**config.mk**
```make
export PLATFORM = sky130hd
export DESIGN_NAME = lsu
export DESIGN_NICKNAME = d
export VERILOG_FILES = /design/src/rtl/lsu.sv
export SDC_FILE = /design/constraint.sdc
export NUM_CORES = 1
export LEC_CHECK = 0
export CAP_MARGIN = 20
export CORE_MARGIN = 2
export CORE_UTILIZATION = 35
export DETAILED_ROUTE_END_ITERATION = 8
export MAX_ROUTING_LAYER = met4
export PLACE_DENSITY_LB_ADDON = 0.25
export SLEW_MARGIN = 10
export SYNTH_ARGS = -nofsm -noshare
export SYNTH_HDL_FRONTEND = slang
export SYNTH_SLANG_ARGS = --single-unit
```
**constraint.sdc**
```tcl
create_clock -name clk -period 4.8 [get_ports clk]
set_input_delay 0.96 -clock clk [delete_from_list [all_inputs] [get_ports clk]]
set_output_delay 0.96 -clock clk [all_outputs]
set_load 0.02 [all_outputs]
```
**src/rtl/lsu.sv**
```systemverilog
// Load/store unit: single outstanding request to the byte-addressed ram, with sign/zero-extended loads.
// Optional LSU_MISALIGN_TRAP_EN rejects misaligned half/word accesses as errors.
module lsu #(
    parameter int LOAD_WAIT = 0
) (
    input  logic        clk,
    input  logic        rst,
    input  logic        req_valid,
    output logic        req_ready,
    input  logic        req_we,
    input  logic [1:0]  req_size,
    input  logic        req_unsigned,
    input  logic [31:0] req_addr,
    input  logic [31:0] req_wdata,
    output logic        resp_valid,
    input  logic        resp_ready,
    output logic [31:0] resp_rdata,
    output logic        resp_err,
    output logic [1:0]  mem_we,
    output logic [31:0] mem_addr,
    output logic [31:0] mem_wd,
    input  logic [31:0] mem_data,
    output logic [1:0]  dbg_state
);

    // Handshakes: a transfer happens on a rising edge where valid && ready; the
    // producer holds its payload stable while valid is high and ready is low.

    typedef enum logic [1:0] {
        S_IDLE   = 2'd0,
        S_ACCESS = 2'd1,
        S_RESP   = 2'd2
    } state_t;

    localparam logic [1:0] WAIT_INIT = LOAD_WAIT[1:0];

    state_t      state_q, state_d;
    logic [1:0]  wait_q;
    logic        lat_we;
    logic [1:0]  lat_size;
    logic        lat_unsigned;
    logic [31:0] lat_addr;
    logic [31:0] lat_wdata;
    logic [31:0] rdata_q;
    logic        err_q;
    logic        req_illegal;
    logic [31:0] load_ext;

    always_comb begin
        req_illegal = (req_size == 2'b00);
`ifdef LSU_MISALIGN_TRAP_EN
        if ((req_size == 2'b10 && req_addr[0]) ||
            (req_size == 2'b11 && req_addr[1:0] != 2'b00))
            req_illegal = 1'b1;
`endif
    end

    always_comb begin
        case (lat_size)
            2'b01:   load_ext = {{24{~lat_unsigned & mem_data[7]}}, mem_data[7:0]};
            2'b10:   load_ext = {{16{~lat_unsigned & mem_data[15]}}, mem_data[15:0]};
            default: load_ext = mem_data;
        endcase
    end

    always_ff @(posedge clk or posedge rst) begin
        if (rst) state_q <= S_IDLE;
        else     state_q <= state_d;
    end

    always_comb begin
        state_d = state_q;
        case (state_q)
            S_IDLE:   if (req_valid) state_d = req_illegal ? S_RESP : S_ACCESS;
            S_ACCESS: if (lat_we || wait_q == 2'd0) state_d = S_RESP;
            S_RESP:   if (resp_ready) state_d = S_IDLE;
            default:  state_d = S_IDLE;
        endcase
    end

    always_ff @(posedge clk or posedge rst) begin
        if (rst) begin
            wait_q       <= 2'd0;
            lat_we       <= 1'b0;
            lat_size     <= 2'b00;
            lat_unsigned <= 1'b0;
            lat_addr     <= 32'h0;
            lat_wdata    <= 32'h0;
            rdata_q      <= 32'h0;
            err_q        <= 1'b0;
        end else begin
            case (state_q)
                S_IDLE: begin
                    if (req_valid) begin
                        lat_we       <= req_we;
                        lat_size     <= req_size;
                        lat_unsigned <= req_unsigned;
                        lat_addr     <= req_addr;
                        lat_wdata    <= req_wdata;
                        wait_q       <= WAIT_INIT;
                        rdata_q      <= 32'h0;
                        err_q        <= req_illegal;
                    end
                end
                S_ACCESS: begin
                    // Stores leave rdata_q at the zero loaded on accept.
                    if (!lat_we) begin
                        if (wait_q != 2'd0) wait_q  <= wait_q - 2'd1;
                        else                rdata_q <= load_ext;
                    end
                end
                default: ;
            endcase
        end
    end

    // rst gates the write strobe directly so a store cut mid-cycle never reaches ram.
    assign mem_we     = (state_q == S_ACCESS && lat_we && !rst) ? lat_size : 2'b00;
    assign mem_addr   = lat_addr;
    assign mem_wd     = lat_wdata;
    assign req_ready  = (state_q == S_IDLE) && !rst;
    assign resp_valid = (state_q == S_RESP);
    assign resp_rdata = rdata_q;
    assign resp_err   = err_q;
    assign dbg_state  = state_q;

endmodule

```
==> results of run 1 <==
-- cell usage in the layout, fill, tap and decap left out, drive strengths merged, types with 2 or more instances in the layout --
master	count
a21boi	8
a21oi	17
a22o	2
a32o	16
and4	2
buf	6
clkbuf	9
clkdlybuf4s50	206
clkinv	3
clkinvlp	2
dfrtp	105
ha	3
inv	31
mux2	74
mux2i	8
nand2	13
nor2	4
o21ai	18
or4	2
-- cells by family after synthesis --
| family | count (synthesis) | synth area share, % |
|---|---|---|
| DFF | 105 | 59.6 |
| muxes | 82 | 20.7 |
| AOI/OAI and AO/OA | 65 | 10.6 |
| buffers and inverters | 52 | 5.05 |
| and+or+nand+nor | 27 | 3.23 |
| adders and majority gates | 3 | 0.851 |
-- flip-flops by register name (all words and copies together), names as in the netlist --
register      cells
dbg_state         2
lat_size          2
lat_unsigned      1
lat_we            1
mem_addr         32
mem_wd           32
resp_err          1
resp_rdata       32
wait_q            2
-- layout make-up --
type / count / area (µm²)
antenna: 1 / 2.50
clock buffer: 9 / 225
clock inverter: 6 / 60.1
fill: 1063 / 5500
inverter: 31 / 119
multi-input combinational: 177 / 1570
sequential: 105 / 2630
tap: 172 / 215
timing repair buffer: 212 / 2150
-- path summary, 6_finish.rpt --
path / end / slack [ns] / cells past startpoint
worst max-delay path: mem_we[0] / 1.34 / 4
worst min-delay path: resp_rdata[25] / 0.49 / 1
worst max register to register: mem_addr[0] / 2.33 / 4
worst min register to register: resp_rdata[25] / 0.49 / 1
max in group asynchronous: resp_rdata[5] / 2.96 / 4
min in group asynchronous: resp_rdata[15] / 1.02 / 2
-- worst register-to-register path, delay by kind of cell (launching register included) --
kind	cells	cell delay, ns
simple gates	1	0.30
flops	1	0.55
buf+inv	2	1.06
mux	1	0.45
-- metrics by stage --
step / area [µm²] / cells / total power [W]
after floorplan: 4410 / 334 / 0.00254
after global placement: 6620 / 695 / 0.00348
after detailed placement: 6620 / 695 / 0.00352
after CTS: 6910 / 710 / 0.00426
after global routing: 6960 / 713 / 0.00448
final: 6960 / 713 / 0.00422
-- layer usage --
| layer | part of all wire [%] | routed length, µm |
|---|---|---|
| met5 | 0 | 0 |
| met4 | 1.5 | 177 |
| met3 | 10 | 1170 |
| met2 | 46 | 5340 |
| met1 | 42 | 4820 |
-- report_power, final --
part	total [W]	switching, W	internal, W
clock network	0.000719	0.000320	0.000399
logic	0.00203	0.000982	0.00105
registers	0.00147	0.000225	0.00125
==> results.py, run 1 <==
metrics = {
    "hold_path": {
        "hold_class": "reg2reg",
        "worstHoldStart": "resp_rdata[25]",
    },
    "cts": {
        "root_buffer": "clkbuf_16",
        "clock_path_buffers": 2,
        "post_cts.repair.setup_buffers": 0,
        "clock-sinks": 105,
        "cts_resized": 0,
        "holdBufCountCts": 0,
        "cts_tree": "yes",
        "h-tree-depth": 3,
        "clk_pin_slew_worst_paths_ns": 0.07,
        "clock_latency_ns": 0.34,
        "cts_buffers": 9,
    },
    "run": {
        "cap_violations": 0,
    },
    "sta": {
        "relSlewSlack_pct": 41.0,
        "min_period_ns": 3.46,
        "setup_viol": 0,
        "drv_slew": 0,
        "fin_crit_sh_pct": 72.0,
        "setup_ws_ns": 1.34,
        "fin_skew_ns": 0.00293,
        "fin_setup_tns_ns": 0,
        "hold_viol": 0,
        "worstMarginPinSlew_ns": 0.884,
        "rsz0062_at_grt": "no",
        "fmax_mhz": 289,
        "hold_ws_ns": 0.492,
    },
    "worst_setup_path": {
        "cp.arrival_ns": 2.50,
        "end_kind": "output pin",
        "timing.rr.start": "dbg_state[0]",
        "cp_num_buf_inv": 2,
        "slowest_delay_ns": 0.61,
        "crit_chain": "clkdlybuf4s50_1 -> nor2_1 -> and4_1 -> clkdlybuf4s50_1",
        "start_kind": "input port",
        "crit_top_cell": "clkdlybuf4s50_1",
        "required_ns": 3.84,
        "worstSetupPathType": "in2out",
        "cpLargestDelayFamily": "buffers and inverters",
        "cp_slowest_cell": "clkdlybuf4s50_1",
        "crit_path_max_fanout": 3,
        "startpoint": "rst",
    },
    "synth": {
        "synth_area_leaders": "dfrtp_1 (60%), mux2_2 (17%), a32o_1 (3.6%)",
        "yosysTopAreaCellShare_pct": 59.6,
        "synth_fp_nets": 441,
        "ys_seq_area_share_pct": 59.6,
        "netlist_area_um2": 4410,
        "ys.flop_type": "dfrtp_1",
        "async_flop_share_pct": 100,
        "yosys.area.top_type": "dfrtp_1",
        "yosysWarnings": 0,
        "syn_avg_cell_area_um2": 13.2,
        "ys_types": 29,
        "synth_most_common_cell": "dfrtp_1",
        "postSynthCellCount": 334,
        "synthTopCellsByCount": "dfrtp_1 (105), mux2_2 (68), inv_1 (31), a21oi_1 (17), o21ai_0 (17)",
        "ys_ff_latch": 105,
        "synth_edf_count": 0,
    },
    "route": {
        "first_iter_violations": 189,
        "ant_nets": 0,
        "dr.pass1.iters": 4,
        "wl_per_cell_um": 16.1,
        "vias_per_cell": 4.80,
        "totalWireLength_um": 11500,
        "vias": 3420,
        "remaining_drc_errors": 0,
    },
    "die": {
        "dieArea_um2": 13500,
        "rows": 41,
        "io_pins": 207,
        "die_w_um": 116,
        "core_area_um2": 12500,
        "fp.dieH_um": 116,
        "initial_core_util_pct": 35.4,
    },
    "global_routing": {
        "grt_max_degree": 84,
        "grtUsageMet1_pct": 21.8,
        "busiest_layer": "met2",
        "antenna_found_initial": 1,
        "overflow": 0,
        "gr-usage-all-layers_pct": 17.7,
        "grt_pass1_wl_um": 17700,
        "grt_util_met3_pct": 6.43,
        "grt_pass1_vias": 3553,
        "met2_usage_pct": 26.9,
    },
    "power_and_ir_drop": {
        "max-vdd-ir-drop_v": 0.000328,
        "p_per_area_nw_per_um2": 606,
        "power_leakage_nw": 2.92,
    },
    "place": {
        "place_ws_ns": 1.33,
        "hpwl_um": 8140,
        "port_buffers": 206,
        "gp_congestion": 0.750,
    },
    "layout": {
        "post-route-util_pct": 55.9,
        "area_delta_synth_final_pct": 57.8,
        "drive_above_1_share_pct": 17.6,
        "final_nets": 643,
    },
    "status": {
        "outcome": "finished, final reports clean",
    },
}
No activity file was read; power rests on OpenSTA's default activity.
==> inputs of run 2 (changes only) <==
Clock period 4.8 ns to 3.2 ns, I/O delays scaled along.
==> run 2 against run 1 <==
Net effect: sequential cell count stayed put; critical endpoint unchanged; largest power group unchanged; setup slack worse by 0.86 ns; combinational power is 50% higher; final cell count is 0.56% lower; global-route usage is 0.90 points lower; first-iteration DRC count is 16% lower; clock skew is 0.0065 ns higher.
==> results.py, run 2 (synthesized netlist as in run 1, its figures left out) <==
metrics = {
    "cts": {
        "clock-sinks": 105,
        "cts_buffers": 9,
        "cts_tree": "yes",
        "cts_resized": 0,
        "holdBufCountCts": 0,
        "post_cts.repair.setup_buffers": 0,
        "root_buffer": "clkbuf_16",
        "h-tree-depth": 3,
        "clk_pin_slew_worst_paths_ns": 0.06,
        "clock_latency_ns": 0.34,
        "clock_path_buffers": 2,
    },
    "layout": {
        "n_fill_cell": 1094,
        "multi_input_area_um2": 1570,
        "regArea_um2": 2630,
        "antenna_cells": 0,
        "drive_above_1_share_pct": 16.6,
        "final_nets": 642,
        "mostFrequentLayoutCell": "clkdlybuf4s50_1",
        "area_delta_synth_final_pct": 56.9,
        "final_cell_mix": "clkdlybuf4s50_1 (206), dfrtp_1 (105), mux2_2 (68), inv_1 (30)",
    },
    "global_routing": {
        "grt_pass1_wl_um": 17100,
        "antenna_found_initial": 0,
        "gr-usage-all-layers_pct": 16.8,
        "grt_pass1_vias": 3497,
        "grt_max_degree": 106,
        "overflow": 0,
    },
    "sta": {
        "fmax_mhz": 368,
        "fin_crit_sh_pct": 85.0,
        "setup_viol": 0,
        "drv_slew": 0,
        "hold_viol": 0,
        "hold_ws_ns": 0.495,
        "fin_setup_tns_ns": 0,
        "min_period_ns": 2.72,
        "rsz0062_at_grt": "no",
        "worstMarginPinSlew_ns": 0.761,
        "fin_skew_ns": 0.00941,
        "relSlewSlack_pct": 49.3,
    },
    "power_and_ir_drop": {
        "switchingPower_w": 0.00224,
        "p_sw_share_pct": 35.7,
        "p_int_w": 0.00403,
        "p_comb_share_pct": 48.6,
        "p_seq_share_pct": 34.9,
        "power_leakage_nw": 2.89,
        "pwr-share-clk_pct": 16.5,
        "p_per_area_nw_per_um2": 906,
        "max-vdd-ir-drop_v": 0.000452,
    },
    "route": {
        "first_iter_violations": 158,
        "wl_per_cell_um": 15.7,
        "vias_per_cell": 4.78,
        "vias": 3391,
        "dr.pass1.iters": 4,
        "totalWireLength_um": 11100,
        "ant_nets": 0,
        "remaining_drc_errors": 0,
    },
    "place": {
        "port_buffers": 206,
        "gp_congestion": 0.769,
        "hpwl_um": 7990,
    },
    "worst_setup_path": {
        "critPathCapture": "mem_we[0]",
        "reg2reg_depth": 4,
        "r2r_end": "mem_addr[14]",
        "worstSetupPathType": "in2out",
        "timing.rr.start": "dbg_state[0]",
        "cp.arrival_ns": 2.08,
        "required_ns": 2.56,
        "startpoint": "rst",
        "ff2ff_setup_slack_ns": 1.01,
        "crit_path_max_fanout": 3,
        "start_kind": "input port",
        "end_kind": "output pin",
    },
    "status": {
        "outcome": "finished, final reports clean",
    },
    "die": {
        "initial_core_util_pct": 35.4,
        "core_area_um2": 12500,
        "fp.dieH_um": 116,
        "io_pins": 207,
        "dieArea_um2": 13500,
        "die_w_um": 116,
        "rows": 41,
    },
    "hold_path": {
        "hold_class": "reg2reg",
    },
    "run": {
        "cap_violations": 0,
    },
}
==> run 2: changes by cell type in the layout (fill, tap and decap cells not counted) <==
cell,before,now
clkbuf_1,0,3
clkinv_2,3,0
buf_12,0,2
buf_16,2,0
buf_4,4,3
clkinvlp_4,2,1
diode_2,1,0
inv_4,1,0
==> run 2: routing by layer <==
layer / track usage (%) / wire length [µm] / vias to the layer above
li1: - / - / 1573
met1: 20.3 / 4800 / 1644
met2: 25.7 / 4980 / 160
met3: 6.07 / 1140 / 14
met4: 6.51 / 184 / 0
met5: - / 0 / -
==> run 2: how the worst min path moves through the flow <==
stage	startpoint	endpoint	cells past startpoint
final	resp_rdata[19]	resp_rdata[19]	1
after floorplan	wait_q[1]	wait_q[1]	1
after global placement	resp_rdata[30]	resp_rdata[30]	1
after global routing	resp_rdata[19]	resp_rdata[19]	1
after CTS	resp_rdata[19]	resp_rdata[19]	1
after detailed placement	resp_rdata[31]	resp_rdata[31]	1
==> run 2: worst max-delay path: stages <==
cell and delay, ns:
clkdlybuf4s50_1 0.49, nor2_1 0.14, and4_1 0.21, clkdlybuf4s50_1 0.60
==> run 2: power groups by stage <==
| stage | Sequential, W | Combinational [W] | Clock (W) |
|---|---|---|---|
| global placement | 0.00218 | 0.00304 | 0 |
| global route | 0.00226 | 0.00324 | 0.00113 |
| detailed placement | 0.00221 | 0.00307 | 0 |
| CTS | 0.00220 | 0.00308 | 0.00107 |
| floorplan | 0.00282 | 0.000980 | 0 |
| finish | 0.00219 | 0.00305 | 0.00103 |
==> run 2: final cells by class <==
| cell class | count | area share [%] |
|---|---|---|
| multi-input combinational | 177 | 22.6 |
| tap | 172 | 3.11 |
| clock inverter | 1 | 0.434 |
| sequential | 105 | 38.0 |
| inverter | 31 | 1.74 |
| clock buffer | 12 | 3.42 |
| timing repair buffer | 211 | 30.7 |
==> run 2: stage by stage <==
stage          setup WS (ns)  std cells  cell area [µm²]  utilization [%]  power, W
3_3_place_gp           0.474        696             6650             53.4   0.00522
5_1_grt                0.402        709             6920             55.5   0.00663
4_1_cts                0.470        709             6920             55.5   0.00635
2_1_floorplan           1.03        334             4420                -   0.00380
6_report               0.481        709             6920             55.5   0.00627
3_5_place_dp           0.475        696             6650             53.4   0.00528
==> inputs of run 3 (changes only) <==
Clock period 3.2 ns to 2.2 ns, I/O delays scaled along.
==> run 3 against run 2 <==
Net effect: routed wire length is 4.1% higher; combinational power is 48% higher; power is 51% higher; sequential cell count stayed put; largest cell class unchanged; hold slack worse by 0.0028 ns; critical path depth is 2 lower; global-route usage is 1.2 points higher.
==> results.py, run 3 (synthesized netlist as in run 1, its figures left out) <==
metrics = {
    "global_routing": {
        "grt_max_degree": 68,
        "grt_pass1_vias": 3621,
        "antenna_found_initial": 0,
        "overflow": 0,
        "gr-usage-all-layers_pct": 18.0,
        "grt_pass1_wl_um": 18000,
    },
    "die": {
        "core_area_um2": 12500,
        "rows": 41,
        "dieArea_um2": 13500,
        "io_pins": 207,
        "initial_core_util_pct": 35.4,
        "fp.dieH_um": 116,
        "die_w_um": 116,
    },
    "worst_setup_path": {
        "required_ns": 1.76,
        "reg2reg_depth": 4,
        "worstSetupPathType": "reg2out",
        "end_kind": "output pin",
        "start_kind": "register",
        "crit_path_max_fanout": 11,
        "cp.arrival_ns": 1.71,
        "timing.rr.start": "dbg_state[0]",
        "r2r_end": "resp_rdata[31]",
        "ff2ff_setup_slack_ns": 0.34,
    },
    "route": {
        "vias": 3444,
        "first_iter_violations": 158,
        "dr.pass1.iters": 6,
        "remaining_drc_errors": 0,
        "wl_per_cell_um": 16.1,
        "ant_nets": 0,
        "vias_per_cell": 4.78,
        "totalWireLength_um": 11600,
    },
    "status": {
        "outcome": "finished, final reports clean",
    },
    "sta": {
        "drv_slew": 0,
        "fin_skew_ns": 0.00763,
        "setup_viol": 0,
        "relSlewSlack_pct": 55.1,
        "worstMarginPinSlew_ns": 0.673,
        "rsz0062_at_grt": "no",
        "hold_viol": 0,
        "fin_crit_sh_pct": 97.8,
        "fin_setup_tns_ns": 0,
        "fmax_mhz": 465,
        "min_period_ns": 2.15,
    },
    "layout": {
        "mostFrequentLayoutCell": "clkdlybuf4s50_1",
        "antenna_cells": 0,
        "drive_above_1_share_pct": 18.4,
        "area_delta_synth_final_pct": 59.8,
        "post-route-util_pct": 56.5,
        "final_nets": 650,
        "final_cell_mix": "clkdlybuf4s50_1 (203), dfrtp_1 (104), mux2_2 (68), inv_1 (30)",
    },
    "cts": {
        "clock-sinks": 105,
        "root_buffer": "clkbuf_16",
        "cts_buffers": 9,
        "h-tree-depth": 3,
        "clock_path_buffers": 2,
        "clk_pin_slew_worst_paths_ns": 0.07,
        "clock_latency_ns": 0.35,
        "cts_tree": "yes",
    },
    "power_and_ir_drop": {
        "p_per_area_nw_per_um2": 1340,
        "power_leakage_nw": 2.98,
        "max-vdd-ir-drop_v": 0.000611,
    },
    "hold_path": {
        "holdPathEnd": "resp_rdata[29]",
        "holdPathStages": 1,
        "worstHoldStart": "resp_rdata[29]",
        "hold_class": "reg2reg",
    },
    "run": {
        "cap_violations": 0,
    },
    "place": {
        "gp_congestion": 0.793,
        "hpwl_um": 8430,
        "port_buffers": 206,
    },
}
-- run 3: where the power goes --
group,internal [W],leakage (nW),switching (W)
registers,0.00273,1.30,0.000455
clock network,0.00106,0.157,0.000682
logic,0.00234,1.52,0.00218
total,0.00613,2.98,0.00332
-- run 3: layout make-up --
| class | instances | area (µm²) |
|---|---|---|
| multi-input cells | 177 | 1570 |
| flip-flops and latches | 105 | 2630 |
| well taps | 172 | 215 |
| inverters | 31 | 120 |
| clock buffers | 14 | 264 |
| clock inverters | 2 | 60.1 |
| fillers | 1067 | 5420 |
| repair buffers | 219 | 2190 |
-- run 3: timing repair --
action                                  in CTS  in global routing
cloned                                       0                  0
endpoints found under the setup margin       4                  1
hold buffers                                 0                  0
buffers inserted                             0                  2
resized for setup                            4                  0
-- run 3: per-stage QoR --
stage	area, µm²	instances	total power, W	hold slack [ns]	setup WS (ns)
floorplan	4420	334	0.00553	0.466	0.226
global placement	6710	702	0.00765	0.477	-0.0521
detailed placement	6710	702	0.00775	0.484	-0.0545
CTS	7030	718	0.00955	0.499	0.0409
global route	7050	720	0.0100	0.513	0.00691
finish	7050	720	0.00944	0.492	0.0480
-- run 3: how the worst max path moves through the flow --
stage                            start          to  slack, ns  depth (start not counted)
final                     dbg_state[0]  resp_valid       0.05                          2
after global placement             rst   mem_we[0]      -0.05                          4
after detailed placement           rst   mem_we[0]      -0.05                          4
after floorplan           dbg_state[0]   req_ready       0.23                          4
after CTS                 dbg_state[0]  resp_valid       0.04                          2
after global routing      dbg_state[0]  resp_valid      0.007                          2
-- run 3: metal layers --
metal	wire [µm]	global-route usage (%)	vias to the layer above
met5	0	-	-
met4	219	7.14	0
met3	1380	7.99	15
met2	5270	27.8	160
met1	4690	20.7	1677
li1	-	-	1592
-- run 3: critical path, cell delays in order, from the launching register on --
cell             delay, ns
dfrtp_1               0.53
nor2_1                0.21
clkdlybuf4s50_1       0.62
